<file path="config.mk">
export PLATFORM = sky130hd
export DESIGN_NAME = fifo_multi_port_banked
export DESIGN_NICKNAME = d
export VERILOG_FILES = /design/src/rtl/fifo_multi_port_banked.sv
export SDC_FILE = /design/constraint.sdc
export NUM_CORES = 2
export LEC_CHECK = 0
export ABC_CLOCK_PERIOD_IN_PS = 7600
export CORE_ASPECT_RATIO = 0.6
export CORE_UTILIZATION = 38
export DETAILED_ROUTE_END_ITERATION = 12
export HOLD_SLACK_MARGIN = 0.02
export SETUP_SLACK_MARGIN = 0.05
export SYNTH_ARGS = -nofsm -noshare
export SYNTH_HDL_FRONTEND = slang
export SYNTH_SLANG_ARGS = --single-unit
</file>
<file path="constraint.sdc">
create_clock -name i_clk -period 7.6 [get_ports i_clk]
set_input_delay 1.14 -clock i_clk [delete_from_list [all_inputs] [get_ports i_clk]]
set_output_delay 1.14 -clock i_clk [all_outputs]
set_load 0.01 [all_outputs]
</file>
<file path="src/rtl/fifo_multi_port_banked.sv">
// Multi-port FIFO: up to COUNT pushes and COUNT pops per cycle over COUNT banks.
// Entry k of the stream lives in bank k mod COUNT, and lanes are rotated onto banks by the pointer LSBs.
module fifo_multi_port_banked #(
  parameter int WIDTH = 32,
  parameter int COUNT = 4,
  parameter int DEPTH = 16
) (
  input  logic                         i_clk,
  input  logic                         i_rst_n,
  input  logic                         i_flush,
  input  logic [COUNT-1:0]             i_enq_valid,
  input  logic [WIDTH-1:0]             i_enq_data [0:COUNT-1],
  output logic                         o_enq_ready,
  input  logic [COUNT-1:0]             i_deq_ack,
  output logic [COUNT-1:0]             o_deq_valid,
  output logic [WIDTH-1:0]             o_deq_data [0:COUNT-1],
  output logic [$clog2(DEPTH+1)-1:0]   o_count
);

  localparam int LOG = $clog2(COUNT);
  localparam int AW  = $clog2(DEPTH);
  localparam int PW  = AW + 1;
  localparam int CW  = $clog2(DEPTH + 1);
  localparam int NW  = LOG + 1;

  if ((COUNT < 2) || ((COUNT & (COUNT - 1)) != 0)) begin : g_bad_count
    $error("fifo_multi_port_banked: COUNT must be a power of two >= 2");
  end
  if ((DEPTH % COUNT) != 0) begin : g_bad_depth
    $error("fifo_multi_port_banked: DEPTH must be a multiple of COUNT");
  end

  logic [PW-1:0]    r_head;
  logic [PW-1:0]    r_tail;
  logic [WIDTH-1:0] r_mem [DEPTH];

  logic [PW-1:0]    w_count;
  logic [NW-1:0]    w_n_enq;
  logic [NW-1:0]    w_ack_run;
  logic [NW-1:0]    w_avail;
  logic [NW-1:0]    w_n_deq;
  logic             w_enq_fire;
  logic             w_run_e;
  logic             w_run_d;
  logic [COUNT-1:0] w_wr_we;
  logic [AW-1:0]    w_wr_idx  [COUNT];
  logic [WIDTH-1:0] w_wr_data [COUNT];

  assign w_count     = r_tail - r_head;
  assign o_count     = CW'(w_count);
  assign o_enq_ready = (w_count <= PW'(DEPTH - COUNT));
  assign w_enq_fire  = o_enq_ready & ~i_flush;

  // Only the unbroken run of requests starting at lane 0 counts.
  always_comb begin
    w_n_enq   = '0;
    w_ack_run = '0;
    w_run_e   = 1'b1;
    w_run_d   = 1'b1;
    for (int i = 0; i < COUNT; i++) begin
      w_run_e = w_run_e & i_enq_valid[i];
      w_run_d = w_run_d & i_deq_ack[i];
      if (w_run_e) w_n_enq = w_n_enq + NW'(1);
      if (w_run_d) w_ack_run = w_ack_run + NW'(1);
    end
  end

  assign w_avail = (w_count > PW'(COUNT)) ? NW'(COUNT) : w_count[NW-1:0];
  assign w_n_deq = (w_ack_run < w_avail) ? w_ack_run : w_avail;

  for (genvar b = 0; b < COUNT; b++) begin : g_bank
    logic [LOG-1:0] w_lane;
    assign w_lane       = LOG'(b) - r_tail[LOG-1:0];
    assign w_wr_we[b]   = w_enq_fire & ({1'b0, w_lane} < w_n_enq);
    assign w_wr_idx[b]  = r_tail[AW-1:0] + AW'(w_lane);
    assign w_wr_data[b] = i_enq_data[w_lane];
  end

  for (genvar i = 0; i < COUNT; i++) begin : g_lane
    logic [AW-1:0] w_rd_idx;
    assign w_rd_idx       = r_head[AW-1:0] + AW'(i);
    assign o_deq_data[i]  = r_mem[w_rd_idx];
    assign o_deq_valid[i] = (w_count > PW'(i));
  end

  // Storage is intentionally not reset; data is only observed when valid.
  always_ff @(posedge i_clk) begin
    for (int b = 0; b < COUNT; b++) begin
      if (w_wr_we[b]) r_mem[w_wr_idx[b]] <= w_wr_data[b];
    end
  end

  always_ff @(posedge i_clk or negedge i_rst_n) begin
    if (!i_rst_n) begin
      r_head <= '0;
      r_tail <= '0;
    end else if (i_flush) begin
      r_head <= '0;
      r_tail <= '0;
    end else begin
      r_head <= r_head + PW'(w_n_deq);
      if (w_enq_fire) r_tail <= r_tail + PW'(w_n_enq);
    end
  end

`ifndef SYNTHESIS
  always @(posedge i_clk) begin
    if (i_rst_n && !i_flush && i_enq_valid[0])
      assert (o_enq_ready) else $warning("enqueue request dropped: FIFO not ready");
  end
`endif

endmodule

</file>
* Word level (Yosys, flattened, before mapping)
Memories as Yosys holds them, arrays and structs flattened. Cells that the tools add are included. W data, S select, Z words.
Operators by class: reductions and logical operators 1, bitwise operators 16, mux-type cells 33, $lt $le $gt $ge 15, add/subtract/negate cells 20
Operator list (count):
- $bmux W32 S2 | 4
- $mux W32 | 8
- $mux W3 | 6
- $add A4 B2 Y4 | 4
- $mux W5 | 3
- $add A3 B1 Y3 const B | 4
- $ge A3 B3 Y1 const B | 4
- $lt A2 B3 Y1 | 4
- $not A2 Y3 | 4
- $and A1 B1 Y1 | 11
- $add A5 B3 Y5 | 2
- $gt A5 B1 Y1 const B | 2
- $gt A5 B2 Y1 const B | 2
- $mux W1 | 10
- $add A4 B2 Y4 const B | 2
- $gt A5 B3 Y1 const B | 1
- $le A5 B4 Y1 const B | 1
- $sub A5 B5 Y5 | 1
- $add A1 B1 Y2 const B | 2
- $add A4 B1 Y4 const B | 1
- $mux W2 | 2
- $sub A1 B2 Y2 const A | 2
- $sub A2 B2 Y2 const A | 2
- $lt A3 B3 Y1 | 1
- 2 further kinds | 2
Word-level totals: output and inout port bits 138, input bits 139, memories 1, flip-flop bits (word level) 10, memory bits (writable) 512, word-level logic and storage cells 88
Memories:
- r_mem | depth 16, bits a word 32, rd ports 4, clocked after memory_dff 0, write ports 4, RTL line 35 | logic [WIDTH-1:0] r_mem [DEPTH];

* Depth between registers and ports, before layout
depth after elaboration 11, gate-level depth with buffers 21, mapped depth without buffers 20

* Least setup slack after synthesis
Ideal clock, no wire load.
path type register to register, from register r_tail[1], to memory r_mem[14][0] (enable), slack 690 ps, cell stages (with the launch flop) 16, setup time 461 ps, buffers on the path 6, period minus slack after synthesis 6910 ps, arrival 6449 ps, data required time 7139 ps, cell sequence dfrtp_1 > buf_2 > buf_1 > clkbuf_1 > clkbuf_1 > inv_1 > ha_1 > clkbuf_1 > clkbuf_1 > inv_1 > ha_1 > nor2b_1 > a2bb2oi_1 > o21bai_1 > mux2_2 > nor3_1
RTL lines:
- start: declaration | RTL line 34 | logic [PW-1:0] r_tail;
- start signal: assignment | RTL line 102 | if (w_enq_fire) r_tail <= r_tail + PW'(w_n_enq);
- end: declaration | RTL line 35

==> impl_metrics.env <==
export IMPL_status="completed"
export IMPL_die_h_um=258.9
export IMPL_synth_area_per_cell_um2=16.68
export IMPL_final_max_slew_violation_count=0
export IMPL_grt_pass1_wl_mm=200.8
export IMPL_crit_fanout=64
export IMPL_multiInputGateArea_um2=25260
export IMPL_async_flop_share=0.01916
export IMPL_drive_gt1_frac=0.3385
export IMPL_grt_setup_unrepaired="no"
export IMPL_first_global_vias=28350
export IMPL_synth_cells=2506
export IMPL_yosysWarnings=0
export IMPL_grt_max_degree=135
export IMPL_cp_buffers_inverters=3
export IMPL_seq_power_share=0.235
export IMPL_worst_slew_pin_slew_ns=1.161
export IMPL_synth_edf_count=512
export IMPL_synth_area_leaders="mux4_2, edfxtp_1, mux2_1, mux2i_1, clkbuf_1"
export IMPL_antenna_left=0
export IMPL_fin_tns_setup_ns=0
export IMPL_numCtsBuffers=55
export IMPL_ys_seq_area_frac=0.3738
export IMPL_clockPowerShare=0.146
export IMPL_met1_length_mm=54.40
export IMPL_hold_slack_ns=0.5689
export IMPL_clkTransAtPathRegs_ns=0.07
export IMPL_timing_final_crit_share=0.7924
export IMPL_drv_cap=0
export IMPL_synth_commonest_cells="mux4_2, edfxtp_1, mux2_1"
export IMPL_fin_nets=2786
export IMPL_final_seq_area_um2=15640
export IMPL_leakagePower_nw=14.51
export IMPL_netSwitchingPower_mw=8.055
export IMPL_clk_path_buf_depth=3
export IMPL_setup_ws_ns=1.578
export IMPL_synthesis_area_um2=41800
export IMPL_switching_share=0.4020
export IMPL_drt_iter0_markers=3540
export IMPL_start_util=0.3863
export IMPL_cts_tree="built"
export IMPL_p_per_area_nw_per_um2=417.5
export IMPL_clkSinkCount=522
export IMPL_clk_latency_ns=0.65
export IMPL_crit_family="buffers and inverters"
export IMPL_cts_repair_resized=0
export IMPL_crit_arrival_ns=4.88
export IMPL_post_dp_cell_area_um2=46100
export IMPL_yosysTopAreaCellShare=0.3696
export IMPL_grt_overflow_total=0
export IMPL_cp_required_ns=6.46
export IMPL_synth_largest_area_cell="mux4_2"
export IMPL_peakVddDrop_mv=0.4068
export IMPL_ys_flop_type="edfxtp_1"
export IMPL_fin_cells=4084
export IMPL_dp_hpwl_mm=84.96
export IMPL_post_cts_setup_buffer_count=0
export IMPL_max_freq_ghz=0.1661
export IMPL_top_layer_used="met4"
export IMPL_wl_per_cell_um=34.06
export IMPL_grt_usage=0.2465
export IMPL_io_buffers=276
export IMPL_p_int_mw=11.98
export IMPL_cp_slowest_cell="dfrtp_4"
export IMPL_fillers=9260
export IMPL_crit_path_start_kind="flip-flop"
export IMPL_clock_skew_ns=0.02392
export IMPL_route_vias_total=28451
export IMPL_preCtsSetupSlack_ns=2.166
export IMPL_cp_cell_sequence="buf_4, buf_4, mux2i_1, mux4_2, mux2i_1, clkdlybuf4s50_1"
export IMPL_area_growth_syn_to_layout_pct=14.80
export IMPL_postRouteWirelength_mm=139.1
export IMPL_hold_viol=0
export IMPL_clock_root_buffer="clkbuf_16"
export IMPL_core_um2=108200
export IMPL_n_antenna_cell=0
export IMPL_dpl_cell_count=3982
export IMPL_utilization=0.4435
export IMPL_postSynthNetCount=2678
export IMPL_gp_congestion=0.8539
export IMPL_cpPeakStageDelay_ns=0.92
export IMPL_die_x_um=430.2
export IMPL_ios=277
export IMPL_comb_power_share=0.619
export IMPL_critPathKind="reg2out"
export IMPL_finalCriticalPeriod_ns=6.022
export IMPL_vias_per_cell=6.966
export IMPL_dr_wl_met2_mm=64.41
export IMPL_die_area_um2=111400
export IMPL_drc=0
export IMPL_relSlewSlack=0.2249
export IMPL_rows=93
export IMPL_dr_pass1_iters=5
export IMPL_antenna_found_initial=2
export IMPL_fin_total_pwr_mw=20.04
export IMPL_synth_most_common_cell="mux4_2"
export IMPL_htreeDepth=2
export IMPL_hold_path_class="reg2reg"
export IMPL_design_area_um2=47990
export IMPL_dr_wl_met3_mm=15.26
export IMPL_setup_viol=0
export IMPL_hold_buffers=0
export IMPL_ys_types=65
export IMPL_synth_seq_cells=522
export IMPL_end_kind="output port"
-- routing by layer --
metal  vias up  track usage
met3       294      0.06022
met2      1952       0.3874
li1      11125            -
met5         -            0
met4         0      0.08442
met1     15080       0.3353
-- worst reg2reg max path, delay by kind of cell, from the launching register on --
family                   cells  cell delay (ns)
AO/OA/AOI/OAI                4             1.29
adder cells (fa/ha/maj)      4             1.25
flip-flops                   1             0.77
buffers and inverters        3             0.71
XOR/XNOR                     2             0.62
AND/OR/NAND/NOR              4             0.34
multiplexers                 1             0.17
-- state kept, by name, indices dropped and copies added (netlist names) --
register / cells
r_mem: 512
r_head: 5
r_tail: 5
-- final timing paths --
kind	start	endpoint	slack, ns	depth (start not counted)
setup / recovery	r_head[0]$_DFF_PN0_	o_deq_data[78]	1.58	6
hold / removal	r_tail[4]$_DFFE_PN0P_	r_tail[4]$_DFFE_PN0P_	0.57	2
setup reg to reg	r_tail[0]$_DFFE_PN0P_	r_head[4]$_DFF_PN0_	2.33	18
hold reg to reg	r_tail[4]$_DFFE_PN0P_	r_tail[4]$_DFFE_PN0P_	0.57	2
max in group asynchronous	i_rst_n	r_head[1]$_DFF_PN0_	6.34	1
min in group asynchronous	i_rst_n	r_tail[3]$_DFFE_PN0P_	0.85	1
-- logic make-up after synthesis --
logic type / count (synthesis) / synth area share
flip-flops: 522 / 0.3738
adder cells (fa/ha/maj): 33 / 0.01042
AO/OA/AOI/OAI: 169 / 0.02637
buffers and inverters: 304 / 0.02831
multiplexers: 1307 / 0.5337
AND/OR/NAND/NOR: 154 / 0.02320
XOR/XNOR: 17 / 0.004190
-- area by class of cell --
type                            instances  area share
Clock buffer                           65     0.03035
Clock inverter                         37    0.009047
Inverter                               22    0.001825
Multi-Input combinational cell       1680      0.5263
Sequential cell                       522      0.3260
Tap cell                             1425     0.03715
Timing Repair Buffer                  333     0.06935
-- layout by cell type (no fill, tap or decap), types with 10 or more instances in the layout --
cell type,synthesis,layout
clkdlybuf4s50_1,0,276
mux2_2,19,19
clkbuf_16,0,57
ha_1,30,27
mux2i_1,105,105
buf_12,0,11
nor2b_1,37,37
and2_1,31,31
clkinv_2,0,14
nand2_1,10,10
inv_1,15,15
nor3_2,0,10
mux4_2,686,686
nor2_1,17,16
buf_4,0,46
mux2_1,497,497
edfxtp_1,512,512
a21oi_1,68,68
a211oi_1,56,56
-- power by group through the flow --
| stage | Combinational [mW] | Sequential, mW | Clock [mW] |
|---|---|---|---|
| 2_1_floorplan | 8.19 | 4.45 | 0 |
| 3_3_place_gp | 12.1 | 4.72 | 0 |
| 3_5_place_dp | 12.4 | 4.75 | 0 |
| 4_1_cts | 12.5 | 4.69 | 2.96 |
| 5_1_grt | 13.2 | 4.75 | 3.06 |
| 6_report | 12.4 | 4.71 | 2.93 |
No activity file was read; power rests on OpenSTA's default activity.
